===== config.mk =====
export PLATFORM = sky130hd
export DESIGN_NAME = cpu_main_control
export DESIGN_NICKNAME = d
export VERILOG_FILES = /design/src/rtl/cpu_main_control.sv
export SDC_FILE = /design/constraint.sdc
export NUM_CORES = 1
export LEC_CHECK = 0
export ABC_CLOCK_PERIOD_IN_PS = 2520
export BUFFER_PORTS_ARGS = -buffer_cell sky130_fd_sc_hd__buf_2
export CAP_MARGIN = 25
export CELL_PAD_IN_SITES_DETAIL_PLACEMENT = 1
export CELL_PAD_IN_SITES_GLOBAL_PLACEMENT = 1
export CORE_AREA = 2 2 60 62
export CTS_CLUSTER_DIAMETER = 120
export DETAILED_ROUTE_END_ITERATION = 8
export DIE_AREA = 0 0 62 64
export MAX_ROUTING_LAYER = met4
export PLACE_DENSITY = 0.86
export SLEW_MARGIN = 20
export SYNTH_ARGS = -nofsm -noshare
export SYNTH_HDL_FRONTEND = slang
export SYNTH_SLANG_ARGS = --single-unit

===== constraint.sdc =====
create_clock -name clk -period 2.52 [get_ports clk]
set_clock_uncertainty 0.15 [all_clocks]
set_input_delay 0.252 -clock clk [delete_from_list [all_inputs] [get_ports clk]]
set_output_delay 0.252 -clock clk [all_outputs]
set_load 0.05 [all_outputs]

===== src/rtl/cpu_main_control.sv =====
`default_nettype none
// ============================================================================
// Module   : cpu_main_control
// Purpose  : Multicycle Moore control FSM sequencing the CPU datapath
//            (R-type add/sub/and, addi, lw, sw, beq, bne, j, exceptions).
// Revision : 1.0
// ============================================================================
module cpu_main_control #(
  parameter int STACK_NONE = 0
) (
  input  logic       clk,
  input  logic       reset,
  input  logic [5:0] opCode,
  input  logic [5:0] funct,
  input  logic       eqf,
  input  logic       ov,
  output logic       MemCtrl,
  output logic       PCCtrl,
  output logic       IRWrite,
  output logic       RegWrite,
  output logic       ALUOutCtrl,
  output logic       EPCCtrl,
  output logic [1:0] IorD,
  output logic [1:0] ALUSrcA,
  output logic [1:0] ALUSrcB,
  output logic [1:0] RegDst,
  output logic [1:0] LSCtrl,
  output logic [1:0] SSCtrl,
  output logic [1:0] ExcptCtrl,
  output logic [2:0] PCSrc,
  output logic [2:0] ALUCtrl,
  output logic [3:0] DataSrc,
  output logic [4:0] state
);

  localparam logic [5:0] c_opRType = 6'h00;
  localparam logic [5:0] c_opAddi  = 6'h08;
  localparam logic [5:0] c_opLw    = 6'h23;
  localparam logic [5:0] c_opSw    = 6'h2B;
  localparam logic [5:0] c_opBeq   = 6'h04;
  localparam logic [5:0] c_opBne   = 6'h05;
  localparam logic [5:0] c_opJ     = 6'h02;
  localparam logic [5:0] c_fnAdd   = 6'h20;
  localparam logic [5:0] c_fnSub   = 6'h22;
  localparam logic [5:0] c_fnAnd   = 6'h24;

  localparam logic [2:0] c_aluAdd  = 3'b001;
  localparam logic [2:0] c_aluSub  = 3'b010;
  localparam logic [2:0] c_aluAnd  = 3'b011;
  localparam logic [2:0] c_aluCmp  = 3'b111;

  localparam logic [1:0] c_excInvalid  = 2'd0;
  localparam logic [1:0] c_excOverflow = 2'd1;

  typedef enum logic [4:0] {
    S_RESET      = 5'd0,
    S_FETCH      = 5'd1,
    S_FETCH_WAIT = 5'd2,
    S_DECODE     = 5'd3,
    S_EXEC_R     = 5'd4,
    S_WB_R       = 5'd5,
    S_ADDI_EX    = 5'd6,
    S_ADDI_WB    = 5'd7,
    S_MEM_ADDR   = 5'd8,
    S_LW_RD      = 5'd9,
    S_LW_WAIT    = 5'd10,
    S_LW_WB      = 5'd11,
    S_SW_WR      = 5'd12,
    S_BRANCH     = 5'd13,
    S_JUMP       = 5'd14,
    S_EXC_EPC    = 5'd15,
    S_EXC_RD     = 5'd16,
    S_EXC_WAIT   = 5'd17,
    S_EXC_LD     = 5'd18
  } state_t;

  generate
    if (STACK_NONE != 0) begin : g_stackUnsupported
      $error("cpu_main_control: STACK_NONE must be 0");
    end
  endgenerate

  state_t     r_state;
  state_t     w_nextState;
  logic       r_ovFlag;
  logic [1:0] r_excCode;
  logic [1:0] w_excCodeNext;
  logic       w_fnValid;

  assign w_fnValid = (funct == c_fnAdd) || (funct == c_fnSub) || (funct == c_fnAnd);
  assign state     = r_state;

  always_ff @(posedge clk or posedge reset) begin
    if (reset) begin
      r_state   <= S_RESET;
      r_ovFlag  <= 1'b0;
      r_excCode <= c_excInvalid;
    end else begin
      r_state   <= w_nextState;
      r_excCode <= w_excCodeNext;
      // Overflow is meaningless for the logical 'and', so it never raises the flag.
      if (r_state == S_EXEC_R)
        r_ovFlag <= ov && (funct != c_fnAnd);
      else if (r_state == S_ADDI_EX)
        r_ovFlag <= ov;
    end
  end

  always_comb begin
    w_nextState   = S_FETCH;
    w_excCodeNext = r_excCode;
    case (r_state)
      S_RESET:      w_nextState = S_FETCH;
      S_FETCH:      w_nextState = S_FETCH_WAIT;
      S_FETCH_WAIT: w_nextState = S_DECODE;
      S_DECODE: begin
        case (opCode)
          c_opRType: begin
            if (w_fnValid) begin
              w_nextState = S_EXEC_R;
            end else begin
              w_nextState   = S_EXC_EPC;
              w_excCodeNext = c_excInvalid;
            end
          end
          c_opAddi:        w_nextState = S_ADDI_EX;
          c_opLw, c_opSw:  w_nextState = S_MEM_ADDR;
          c_opBeq, c_opBne: w_nextState = S_BRANCH;
          c_opJ:           w_nextState = S_JUMP;
          default: begin
            w_nextState   = S_EXC_EPC;
            w_excCodeNext = c_excInvalid;
          end
        endcase
      end
      S_EXEC_R:  w_nextState = S_WB_R;
      S_ADDI_EX: w_nextState = S_ADDI_WB;
      S_WB_R, S_ADDI_WB: begin
        if (r_ovFlag) begin
          w_nextState   = S_EXC_EPC;
          w_excCodeNext = c_excOverflow;
        end
      end
      S_MEM_ADDR: w_nextState = (opCode == c_opSw) ? S_SW_WR : S_LW_RD;
      S_LW_RD:    w_nextState = S_LW_WAIT;
      S_LW_WAIT:  w_nextState = S_LW_WB;
      S_EXC_EPC:  w_nextState = S_EXC_RD;
      S_EXC_RD:   w_nextState = S_EXC_WAIT;
      S_EXC_WAIT: w_nextState = S_EXC_LD;
      default:    w_nextState = S_FETCH;
    endcase
  end

  always_comb begin
    MemCtrl    = 1'b0;
    PCCtrl     = 1'b0;
    IRWrite    = 1'b0;
    RegWrite   = 1'b0;
    ALUOutCtrl = 1'b0;
    EPCCtrl    = 1'b0;
    IorD       = 2'd0;
    ALUSrcA    = 2'd0;
    ALUSrcB    = 2'd0;
    RegDst     = 2'd0;
    LSCtrl     = 2'd0;
    SSCtrl     = 2'd0;
    ExcptCtrl  = 2'd0;
    PCSrc      = 3'd0;
    ALUCtrl    = 3'd0;
    DataSrc    = 4'd0;
    case (r_state)
      S_FETCH: begin
        ALUSrcB = 2'd1;
        ALUCtrl = c_aluAdd;
        PCCtrl  = 1'b1;
      end
      S_FETCH_WAIT: IRWrite = 1'b1;
      S_DECODE: begin
        ALUSrcB    = 2'd3;
        ALUCtrl    = c_aluAdd;
        ALUOutCtrl = 1'b1;
      end
      S_EXEC_R: begin
        ALUSrcA    = 2'd1;
        ALUOutCtrl = 1'b1;
        case (funct)
          c_fnSub: ALUCtrl = c_aluSub;
          c_fnAnd: ALUCtrl = c_aluAnd;
          default: ALUCtrl = c_aluAdd;
        endcase
      end
      S_WB_R, S_ADDI_WB: begin
        if (!r_ovFlag) begin
          RegDst   = (r_state == S_WB_R) ? 2'd1 : 2'd0;
          RegWrite = 1'b1;
        end
      end
      S_ADDI_EX, S_MEM_ADDR: begin
        ALUSrcA    = 2'd1;
        ALUSrcB    = 2'd2;
        ALUCtrl    = c_aluAdd;
        ALUOutCtrl = 1'b1;
      end
      S_LW_RD, S_LW_WAIT: IorD = 2'd2;
      S_LW_WB: begin
        DataSrc  = 4'd1;
        RegWrite = 1'b1;
      end
      S_SW_WR: begin
        IorD    = 2'd2;
        MemCtrl = 1'b1;
      end
      S_BRANCH: begin
        ALUSrcA = 2'd1;
        ALUCtrl = c_aluCmp;
        PCSrc   = 3'd1;
        PCCtrl  = (opCode == c_opBeq) ? eqf : ~eqf;
      end
      S_JUMP: begin
        PCSrc  = 3'd2;
        PCCtrl = 1'b1;
      end
      S_EXC_EPC: begin
        ALUSrcB   = 2'd1;
        ALUCtrl   = c_aluSub;
        EPCCtrl   = 1'b1;
        ExcptCtrl = r_excCode;
      end
      S_EXC_RD, S_EXC_WAIT: begin
        IorD      = 2'd3;
        ExcptCtrl = r_excCode;
      end
      S_EXC_LD: begin
        LSCtrl    = 2'd2;
        PCSrc     = 3'd3;
        PCCtrl    = 1'b1;
        ExcptCtrl = r_excCode;
      end
      default: ;
    endcase
  end

endmodule
`default_nettype wire


Yosys cells after proc, flatten, opt, wreduce, memory -nomap -nowiden
Index checks and enable logic that the tools add are counted.
Widths: inputs -> output; s select.
{"block": "word_totals", "regBits": 8, "in_bits": 16, "out_inout_bits": 35, "wordCells": 86}
{"block": "classes", "n_eq_ne": 31, "muxes": 31, "n_bitwise": 1, "reduce_logical": 20}
{"operator": "$pmux 5 s12", "n": 1}
{"operator": "$eq 5x4->1 const B", "n": 8}
{"operator": "$eq 6x6->1 const B", "n": 5}
{"operator": "$pmux 5 s5", "n": 1}
{"operator": "$eq 5x3->1 const B", "n": 4}
{"operator": "$pmux 2 s2", "n": 4}
{"operator": "$reduce_or 4->1", "n": 4}
{"operator": "$eq 5x5->1 const B", "n": 3}
{"operator": "$mux 1", "n": 13}
{"operator": "$eq 6x3->1 const B", "n": 2}
{"operator": "$pmux 2 s3", "n": 2}
{"operator": "$pmux 3 s4", "n": 1}
{"operator": "$reduce_or 2->1", "n": 6}
{"operator": "$eq 5x2->1 const B", "n": 2}
{"operator": "$mux 2", "n": 4}
{"operator": "$mux 4", "n": 2}
{"operator": "$eq 6x2->1 const B", "n": 1}
{"operator": "$eq 6x4->1 const B", "n": 1}
{"operator": "$logic_not 6->1", "n": 1}
{"operator": "$ne 6x6->1 const B", "n": 1}
{"operator": "$reduce_or 3->1", "n": 2}
{"operator": "$reduce_or 6->1", "n": 1}
{"operator": "$eq 5x1->1 const B", "n": 1}
{"operator": "$ne 2x2->1 const B", "n": 2}
{"operator": "8 further kinds", "n": 11}

Depth between registers and ports, before layout
Gate-level depths: netlist of the first run.
{"block": "depth", "ltp_word": 6, "ltp_mapped": 5, "mapped_depth_nobuf": 4}

Worst setup path before layout of the first run
Ideal clock, no wire load.
{"block": "synth_timing", "path_type": "reg-to-output", "from": "reg r_state[3], in the netlist state[3]", "to": "out RegWrite", "t_arrival_ns": 3.105, "t_required_ns": 2.118, "setup_slack_ns": -0.987, "path_stages_with_launch": 5, "n_path_buf": 1, "cell_sequence": "dfrtp_1 -> buf_4 -> inv_1 -> nor4_1 -> nand2b_1"}
{"block": "synth_via", "elab_chain_len": 3, "word_cells_on_any_way": 5, "cone_classes": "eq/ne (3); mux (1); reduce/logical (1)"}
{"item": "from (decl)", "line_no": "83", "text": "state_t r_state;"}
{"item": "from (signal assigned)", "line_no": "99", "text": "r_state <= w_nextState;"}
{"item": "$eq 5x3->1", "line_no": "171", "text": "case (r_state)"}
{"item": "$reduce_or 2->1", "line_no": "171"}
{"item": "$pmux 1 s2 (*)", "line_no": "171"}
{"item": "to (decl)", "line_no": "20", "text": "output logic RegWrite,"}
Every way passes the cells marked *; elsewhere a longest branch is shown, timed or not.

Worst setup path in the final report of the first run
{"block": "layout_timing", "from": "reg r_state[1], in the netlist state[1]", "to": "out ExcptCtrl[0]"}
{"block": "layout_via", "elab_chain_len": 3, "word_cells_on_any_way": 6, "cone_classes": "eq/ne (4); mux (1); reduce/logical (1)"}
{"item": "$eq 5x4->1 / $eq 5x5->1 (equally long branches)", "line_no": "171"}
{"item": "$reduce_or 4->1 (no source line) (*)"}
{"item": "$mux 2 (*)", "line_no": "171"}
{"item": "to (decl)", "line_no": "29", "text": "output logic [1:0] ExcptCtrl,"}
Marked as above.

==> results of run 1 <==
==> synth_stat cells, drive strengths merged, types with 2 or more instances <==
master,instances,area [um^2]
o22ai,2,12.5
a21oi,10,50.1
inv,7,26.3
nand2,10,37.5
nor4,3,18.8
or2,2,12.5
buf,15,110
clkbuf,2,7.51
a32oi,2,17.5
nand3,5,25.0
a211oi,2,15.0
a21o,2,15.0
o21bai,2,18.8
nor3,3,15.0
nor2b,2,12.5
nor3b,3,22.5
o31ai,3,22.5
xnor2,3,26.3
or4,2,18.8
nor2,13,48.8
dfrtp,7,175
nand2b,4,25.0
==> critical path, delay by kind of cell, from the launching register on <==
kind            cells  cell delay, ps
compound gates      1             130
buf+inv             1             270
flops               1             650
simple gates        2             650
==> power groups by stage <==
| stage | combinational [uW] | sequential, uW | clock (uW) |
|---|---|---|---|
| 2_1_floorplan | 1060 | 320 | 0 |
| 3_3_place_gp | 1340 | 292 | 0 |
| 3_5_place_dp | 1350 | 297 | 0 |
| 4_1_cts | 1360 | 294 | 103 |
| 5_1_grt | 1450 | 322 | 116 |
| 6_report | 1360 | 303 | 102 |
==> metrics by stage <==
step                hold WS (ps)  worst slack (ps)  instances  util (%)
floorplan                  -94.6              -368        135         -
global placement            25.3               405        208      36.3
detailed placement          34.1               369        208      36.3
CTS                          186              86.9        213      37.4
global route                 169              21.6        213      37.8
finish                       172               157        213      37.8
==> cell type report <==
cell class	instances	area (um^2)
fillers	439	2040
repair buffers	45	240
flip-flops and latches	7	175
clock buffers	4	26.3
well taps	46	57.6
inverters	7	26.3
multi-input cells	104	714
==> repair_timing <==
item                                    in CTS  in global routing
hold endpoints to repair                     7                  0
hold buffers                                 1                  0
resized for setup                            0                  3
endpoints found under the setup margin       0                  3
==> sequential cells by signal, summed over array words and instances, names as in the netlist <==
register and flops:
state 5, r_excCode 1, r_ovFlag 1
==> path summary, 6_finish.rpt <==
kind,to,slack [ps],cells past startpoint
worst min register to register,r_excCode[0],360,1
worst min-delay path,r_ovFlag,170,3
worst max-delay path,ExcptCtrl[0],160,4
max in group asynchronous,state[3],1700,3
min in group asynchronous,r_excCode[0],320,3
worst max register to register,r_excCode[0],340,4
==> per-layer routing <==
metal  global-route usage (%)  routed length (um)  up-vias
met1                     21.1                1330      489
met4                     6.91                  50        0
met3                    0.810                 104        6
met5                        -                   0        -
li1                         -                   -      524
met2                     25.8                1510       32
==> logic make-up after synthesis <==
group                     synth area share [%]
AOI/OAI and AO/OA                         29.1
xor gates and xnor gates                  3.72
buffers and inverters                     15.3
DFF                                       18.6
other                                    0.399
and+or+nand+nor                           32.8
==> summary.txt, run 1 <==
STATUS
----------------------------------------------------------------------------------------
Outcome                                                                        completed

HOLD PATH
----------------------------------------------------------------------------------------
Min-delay src                                                                         ov
Hold Crit Class                                                             primary input to register

PWR
----------------------------------------------------------------------------------------
Proportion of power drawn by flip-flops and latches                                17.1%
Psw                                                                              1160 uW
Sw Ratio                                                                           65.3%
Cell internal power dissipation                                                   614 uW
Portion of total power attributed to the clock network                              5.8%
Power per cell area                                                         1430 mW/mm^2
Post-route total power                                                           1770 uW
Leakage power                                                                0.000608 uW
Max VDD drop                                                                    0.501 mV
Gate power share                                                                   77.1%

SYNTH
----------------------------------------------------------------------------------------
Number of cells produced by synthesis                                                126
Number of synthesized flops with an enable pin                                         0
Dominant register cell in the synthesized netlist                           sky130_fd_sc_hd__dfrtp_1
Async set or reset register ratio after synthesis                                   100%
Sequential-to-total area share from yosys stat                                     18.6%
Yosys warning count                                                                    0
Distinct cell type count of the synthesized netlist                                   49
Mean instance size in the synthesized netlist                                  7.47 um^2
Cell Area, Synth                                                                941 um^2
Number of synthesized register bits                                                    7

TIMING
----------------------------------------------------------------------------------------
RSZ-0062 raised after global routing                                                  no
Transition time at the pin with the least slew margin                             524 ps
Final number of max-transition violations                                              0
Peak Freq                                                                        423 MHz
Max transition margin                                                              65.1%
Sum Neg Setup Slack                                                                 0 ps
Final critical path time including I/O delays and setup                          2360 ps
Number of hold-slack violations in the final timing report                             0
Final period util                                                                  93.8%
Final setup violation count                                                            0

CRITICAL PATH
----------------------------------------------------------------------------------------
Maximum fanout along the worst path                                                   14
Critical path data required time                                                 2120 ps
Slowest stage delay, CP                                                           650 ps
Crit Path Category                                                          register to output pin
Endpoint type of the worst setup path                                         output pin
Crit path cell chain                                                        nand2_1, or3_1, a21boi_1, buf_2
Library cell contributing the largest single delay on the critical path     sky130_fd_sc_hd__dfrtp_1
Arrival time at the worst endpoint                                               1960 ps
Launch instance of the worst register-to-register path                          state[1]
Crit. Startpoint                                                                state[1]
Startpoint types                                                                register

GLOBAL ROUTE
----------------------------------------------------------------------------------------
Via count of the first global-routing pass                                           975
Pin count of the biggest net entering global routing                                  17
All-Layer GR Usage                                                                 16.3%
Number of antenna violations at the first check in global routing                      0
Wire length of the first global-routing pass                                     4.74 mm
Total grt overflow                                                                     0

CLOCK TREE
----------------------------------------------------------------------------------------
Deepest clock path buffer count                                                        2
Number of setup buffers added after CTS                                                0
Count of clock tree sinks                                                              7
Worst-path clk slew                                                                50 ps
H-tree lvl count                                                                       1
Cts bufs inserted                                                                      3
Clock insertion delay at the later pin of the skew report                         250 ps
Root Buffer Master                                                          sky130_fd_sc_hd__clkbuf_4
TritonCTS clock tree                                                               built

FLOW RUN
----------------------------------------------------------------------------------------
MaxCap Viol Count                                                                      0

FLOORPLANNING
----------------------------------------------------------------------------------------
IO Count                                                                              51
Area of the placeable core                                                  0.00328 mm^2
Total number of placement rows                                                        21
Horizontal extent of the die                                                       62 um
Initial core utilization                                                           28.6%
Die ar.                                                                     0.00397 mm^2
Die Ht                                                                             64 um

CELLS AND AREA
----------------------------------------------------------------------------------------
Diode insertion count for antenna repair                                               0
Final layout net count                                                               184
Post-route cell area                                                        0.00124 mm^2
Proportion of layout cells with a drive suffix above 1                             38.3%
Most common cell after layout, fill and taps aside                          sky130_fd_sc_hd__buf_2
Commonest cells after routing, fill and taps aside                          40 x sky130_fd_sc_hd__buf_2, 12 x sky130_fd_sc_hd__nor2_1, 10 x sky130_fd_sc_hd__nand2_1, 10 x sky130_fd_sc_hd__conb_1, 9 x sky130_fd_sc_hd__a21oi_1
Syn-to-layout area delta                                                           31.8%

ROUTE
----------------------------------------------------------------------------------------
Via count                                                                          1,051
Iteration count of the initial detailed-routing pass                                   4
Routed WL                                                                        3.00 mm
Final routed wire length divided by cell count                                   14.1 um
Residual DRC                                                                           0
Drt initial violations                                                                15
Antenna violation net count after detailed routing                                     0
Via density per instance                                                            4.93

PLACEMENT
----------------------------------------------------------------------------------------
Final estimated routing congestion in global placement                             0.845
Total half-perimeter wirelength after legalization and detailed placement        2.34 mm
Placement-stage cell area                                                   0.00119 mm^2
Total of buffers placed on input and output ports                                     40

(Power assumes the default switching activity.)
==> run 2: changes to the inputs <==
Settings changed: MAX_ROUTING_LAYER met4 to default.
==> summary.txt, run 2 (synthesis gave the netlist of run 1 again) <==
CRITICAL PATH
----------------------------------------------------------------------------------------
Critical path data required time                                                 2120 ps
Buffers & Inverters on Critical Path                                                   1
Kind of cell adding the most delay to the critical path                       flip-flops
Maximum fanout along the worst path                                                   14
Setup slack of the worst register-to-register path                                340 ps
Library cell contributing the largest single delay on the critical path     sky130_fd_sc_hd__dfrtp_1
Arrival time at the worst endpoint                                               1960 ps
Slowest stage delay, CP                                                           650 ps
Endpoint type of the worst setup path                                         output pin
Crit Path Category                                                          register to output pin
Crit path cell chain                                                        nand2_1, or3_1, a21boi_1, buf_2
Startpoint types                                                                register

TIMING
----------------------------------------------------------------------------------------
Final critical path time including I/O delays and setup                          2360 ps
Transition time at the pin with the least slew margin                             525 ps
Max transition margin                                                              65.0%
Number of hold-slack violations in the final timing report                             0
Final number of max-transition violations                                              0
Smallest setup slack after layout                                                 157 ps
RSZ-0062 raised after global routing                                                  no
Peak Freq                                                                        423 MHz
Final period util                                                                  93.8%
Final setup violation count                                                            0

CLOCK TREE
----------------------------------------------------------------------------------------
Count of clock tree sinks                                                              7
Deepest clock path buffer count                                                        2
Clock insertion delay at the later pin of the skew report                         250 ps
H-tree lvl count                                                                       1
Cts bufs inserted                                                                      3
TritonCTS clock tree                                                               built
Worst-path clk slew                                                                50 ps
Root Buffer Master                                                          sky130_fd_sc_hd__clkbuf_4

GLOBAL ROUTE
----------------------------------------------------------------------------------------
All-Layer GR Usage                                                                 15.9%
Pin count of the biggest net entering global routing                                  17
Via count of the first global-routing pass                                           976
Wire length of the first global-routing pass                                     4.73 mm
Number of antenna violations at the first check in global routing                      0
Total grt overflow                                                                     0

FLOORPLANNING
----------------------------------------------------------------------------------------
Area of the placeable core                                                  0.00328 mm^2
Horizontal extent of the die                                                       62 um
Total number of placement rows                                                        21
Initial core utilization                                                           28.6%
Die Ht                                                                             64 um
IO Count                                                                              51
Die ar.                                                                     0.00397 mm^2

PWR
----------------------------------------------------------------------------------------
Post-route total power                                                           1770 uW
Leakage power                                                                0.000608 uW
Max VDD drop                                                                    0.501 mV
Power per cell area                                                         1430 mW/mm^2

CELLS AND AREA
----------------------------------------------------------------------------------------
Syn-to-layout area delta                                                           31.8%
Flip-flop count of the largest register after layout                                   5
Most common cell after layout, fill and taps aside                          sky130_fd_sc_hd__buf_2
Final core utilization                                                             37.8%
Diode insertion count for antenna repair                                               0
Proportion of layout cells with a drive suffix above 1                             38.3%
Commonest cells after routing, fill and taps aside                          40 x sky130_fd_sc_hd__buf_2, 12 x sky130_fd_sc_hd__nor2_1, 10 x sky130_fd_sc_hd__nand2_1, 10 x sky130_fd_sc_hd__conb_1, 9 x sky130_fd_sc_hd__a21oi_1
Post-Layout Cell Count                                                               213
Filler Cells Inserted                                                                439
Final layout net count                                                               184
Post-route cell area                                                        0.00124 mm^2

HOLD PATH
----------------------------------------------------------------------------------------
Hold Crit Class                                                             primary input to register

PLACEMENT
----------------------------------------------------------------------------------------
Setup slack after placement                                                       369 ps
Total of buffers placed on input and output ports                                     40
Final estimated routing congestion in global placement                             0.832
Placement-stage cell area                                                   0.00119 mm^2
Total half-perimeter wirelength after legalization and detailed placement        2.34 mm
Dpl cells                                                                            208

STATUS
----------------------------------------------------------------------------------------
Outcome                                                                        completed

ROUTE
----------------------------------------------------------------------------------------
Antenna violation net count after detailed routing                                     0
Iteration count of the initial detailed-routing pass                                   4
Drt initial violations                                                                15
Routed WL                                                                        3.01 mm
Via count                                                                          1,051
Final routed wire length divided by cell count                                   14.1 um
Residual DRC                                                                           0
Via density per instance                                                            4.93

FLOW RUN
----------------------------------------------------------------------------------------
MaxCap Viol Count                                                                      0

==> run 2: cell counts in the layout (fill, tap and decap cells not counted) <==
Identical to the previous run, type by type.
==> run 2: worst reg2reg max path, delay by kind of cell (launching register included) <==
family | cells | cell delay [ps]
simple gates | 2 | 790
flops | 1 | 650
compound gates | 2 | 480
==> run 2: area by class of cell <==
| class | instances | area, um^2 | share of cell area (%) |
|---|---|---|---|
| clock buffer | 4 | 26.3 | 2.12 |
| inverter | 7 | 26.3 | 2.12 |
| multi-input combinational | 104 | 714 | 57.6 |
| sequential | 7 | 175 | 14.1 |
| tap | 46 | 57.6 | 4.64 |
| timing repair buffer | 45 | 240 | 19.4 |
==> run 2: metal layers <==
metal / vias to the layer above / track usage, % / wire (um)
met3: 6 / 0.810 / 104
met1: 489 / 20.7 / 1340
li1: 524 / - / -
met5: - / 0 / 0
met4: 0 / 6.91 / 50
met2: 32 / 26.2 / 1510
==> run 2: per-stage QoR <==
step                hold WS [ps]  setup TNS (ps)
floorplan                  -94.6            -677
global placement            25.3               0
detailed placement          34.1               0
CTS                          186               0
global route                 169               0
finish                       171               0
==> run 2: final timing paths <==
kind / start / cells after the start / to
max: state[1] / 4 / ExcptCtrl[0]
min: ov / 3 / r_ovFlag
max reg2reg: state[1] / 4 / r_excCode[0]
min reg2reg: r_excCode[0] / 1 / r_excCode[0]
max in group asynchronous: reset / 3 / state[3]
min in group asynchronous: reset / 3 / r_excCode[0]
==> run 2: power by group <==
group / leakage (uW) / switching [uW] / total (uW) / internal (uW)
clock: 0.0000150 / 41.4 / 102 / 60.4
sequential: 0.0000864 / 141 / 303 / 162
combinational: 0.000506 / 973 / 1360 / 391
total: 0.000608 / 1160 / 1770 / 614
==> run 2: timing repair <==
| item | in CTS | in global routing |
|---|---|---|
| gates resized for setup | 0 | 3 |
| hold buffers | 1 | 0 |
| setup endpoints to repair | 0 | 3 |
| endpoints found under the hold margin | 7 | 0 |
| setup buffers | 0 | 0 |
==> run 3: changes to the inputs <==
Settings changed: ABC_CLOCK_PERIOD_IN_PS 2520 to 2350.
Clock period 2.52 ns to 2.35 ns, I/O delays scaled along.
==> summary.txt, run 3 (synthesis gave the netlist of run 1 again) <==
CLOCK TREE
----------------------------------------------------------------------------------------
Count of clock tree sinks                                                              7
Cts bufs inserted                                                                      3
TritonCTS clock tree                                                               built
Number of setup buffers added after CTS                                                0
Worst-path clk slew                                                                50 ps
H-tree lvl count                                                                       1
Root Buffer Master                                                          sky130_fd_sc_hd__clkbuf_4
Clock insertion delay at the later pin of the skew report                         240 ps
Deepest clock path buffer count                                                        2

TIMING
----------------------------------------------------------------------------------------
Sum Neg Setup Slack                                                                 0 ps
Final setup violation count                                                            0
Worst hold slack                                                                  188 ps
Final number of max-transition violations                                              0
Smallest setup slack after layout                                                 112 ps
Number of hold-slack violations in the final timing report                             0
Final critical path time including I/O delays and setup                          2240 ps
Final period util                                                                  95.2%
Peak Freq                                                                        447 MHz

FLOW RUN
----------------------------------------------------------------------------------------
MaxCap Viol Count                                                                      0

CRITICAL PATH
----------------------------------------------------------------------------------------
Setup slack of the worst register-to-register path                                420 ps
Crit Path Category                                                          register to output pin
Buffers & Inverters on Critical Path                                                   1
Cell count of the worst reg-to-reg path                                                3
Kind of cell adding the most delay to the critical path                       flip-flops
Number of logic stages on the critical path including buffering                        5
Critical path data required time                                                 1970 ps
End of the worst register-to-register path                                  r_excCode[0]
Slowest stage delay, CP                                                           580 ps
Library cell contributing the largest single delay on the critical path     sky130_fd_sc_hd__dfrtp_1
Arrival time at the worst endpoint                                               1850 ps
Crit path cell chain                                                        nand2_1, or2_2, a21oi_4, a211o_2, buf_2
Endpoint type of the worst setup path                                         output pin
Startpoint types                                                                register
Launch instance of the worst register-to-register path                          state[3]
Maximum fanout along the worst path                                                   12

FLOORPLANNING
----------------------------------------------------------------------------------------
Area of the placeable core                                                  0.00328 mm^2
Total number of placement rows                                                        21
IO Count                                                                              51
Die Ht                                                                             64 um
Horizontal extent of the die                                                       62 um
Die ar.                                                                     0.00397 mm^2
Initial core utilization                                                           28.6%

PLACEMENT
----------------------------------------------------------------------------------------
Total of buffers placed on input and output ports                                     40
Total half-perimeter wirelength after legalization and detailed placement        2.34 mm
Final estimated routing congestion in global placement                             0.767
Setup slack after placement                                                       236 ps

ROUTE
----------------------------------------------------------------------------------------
Via count                                                                          1,075
Routed WL                                                                        2.94 mm
Via density per instance                                                            5.02
Antenna violation net count after detailed routing                                     0
Final routed wire length divided by cell count                                   13.8 um
Iteration count of the initial detailed-routing pass                                   4
Residual DRC                                                                           0
Drt initial violations                                                                35

CELLS AND AREA
----------------------------------------------------------------------------------------
Diode insertion count for antenna repair                                               0
Most common cell after layout, fill and taps aside                          sky130_fd_sc_hd__buf_2
Flip-flop count of the largest register after layout                                   5
Final core utilization                                                             40.1%
Commonest cells after routing, fill and taps aside                          40 x sky130_fd_sc_hd__buf_2, 10 x sky130_fd_sc_hd__nand2_1, 10 x sky130_fd_sc_hd__nor2_1, 10 x sky130_fd_sc_hd__conb_1
Filler Cells Inserted                                                                433
Proportion of layout cells with a drive suffix above 1                             45.2%
Syn-to-layout area delta                                                           40.0%
Final layout net count                                                               185

HOLD PATH
----------------------------------------------------------------------------------------
Hold Path Sink                                                                  state[0]
Cell count of the worst hold path                                                      3
Hold Crit Class                                                             primary input to register
Min-delay src                                                                  opCode[2]

GLOBAL ROUTE
----------------------------------------------------------------------------------------
All-Layer GR Usage                                                                 15.5%
Via count of the first global-routing pass                                           982
Total grt overflow                                                                     0
Wire length of the first global-routing pass                                     4.75 mm
Pin count of the biggest net entering global routing                                  23
Number of antenna violations at the first check in global routing                      0

PWR
----------------------------------------------------------------------------------------
Power per cell area                                                         1550 mW/mm^2
Max VDD drop                                                                    0.380 mV
Leakage power                                                                0.000618 uW
Post-route total power                                                           2040 uW

STATUS
----------------------------------------------------------------------------------------
Outcome                                                                        completed

==> run 3: changes by cell type in the layout (fill, tap and decap cells not counted), sizes merged <==
| cell | change |
|---|---|
| buf | +1 |
==> run 3: repair_timing <==
item                                    in CTS  in global routing
resized for setup                            1                  3
hold buffers                                 1                  0
endpoints found under the setup margin       2                  5
hold endpoints to repair                     7                  0
==> run 3: per-stage QoR <==
step | instances | area, um^2
2_1_floorplan | 135 | 1080
3_3_place_gp | 209 | 1270
6_report | 214 | 1320
3_5_place_dp | 209 | 1270
4_1_cts | 214 | 1310
5_1_grt | 214 | 1320
==> run 3: layout make-up <==
cell class	count	area (um^2)	share of cell area (%)
clock buffers	4	26.3	1.99
inverters	7	26.3	1.99
multi-input cells	104	768	58.3
flip-flops and latches	7	179	13.6
well taps	46	57.6	4.37
repair buffers	46	260	19.8
==> run 3: worst max-delay path by stage <==
stage                        start    endpoint  slack, ps
after floorplan           state[3]    RegWrite       -220
after detailed placement  state[2]   RegDst[0]        240
after global routing      state[1]      PCCtrl        -10
after global placement    state[2]   RegDst[0]        270
after CTS                 state[3]  ALUCtrl[0]         50
final                     state[3]      PCCtrl        110
==> run 3: worst min-delay path, delay by kind of cell <==
| family | cells | cell delay, ps |
|---|---|---|
| simple gates | 1 | 60 |
| compound gates | 1 | 100 |
| buf+inv | 1 | 130 |
==> run 3: power breakdown <==
part / total (uW) / internal (uW) / switching, uW
Clock: 107 / 64.6 / 42.0
Sequential: 310 / 179 / 131
Combinational: 1620 / 493 / 1130
Total: 2040 / 737 / 1300
==> run 3: metal layers <==
layer  up-vias  GRT usage (%)  routed length [um]
met2        33           22.9                1470
met3         4          0.202                 109
met4         0           5.59                  38
met5         -              0                   0
met1       515           23.5                1320
li1        523              -                   -
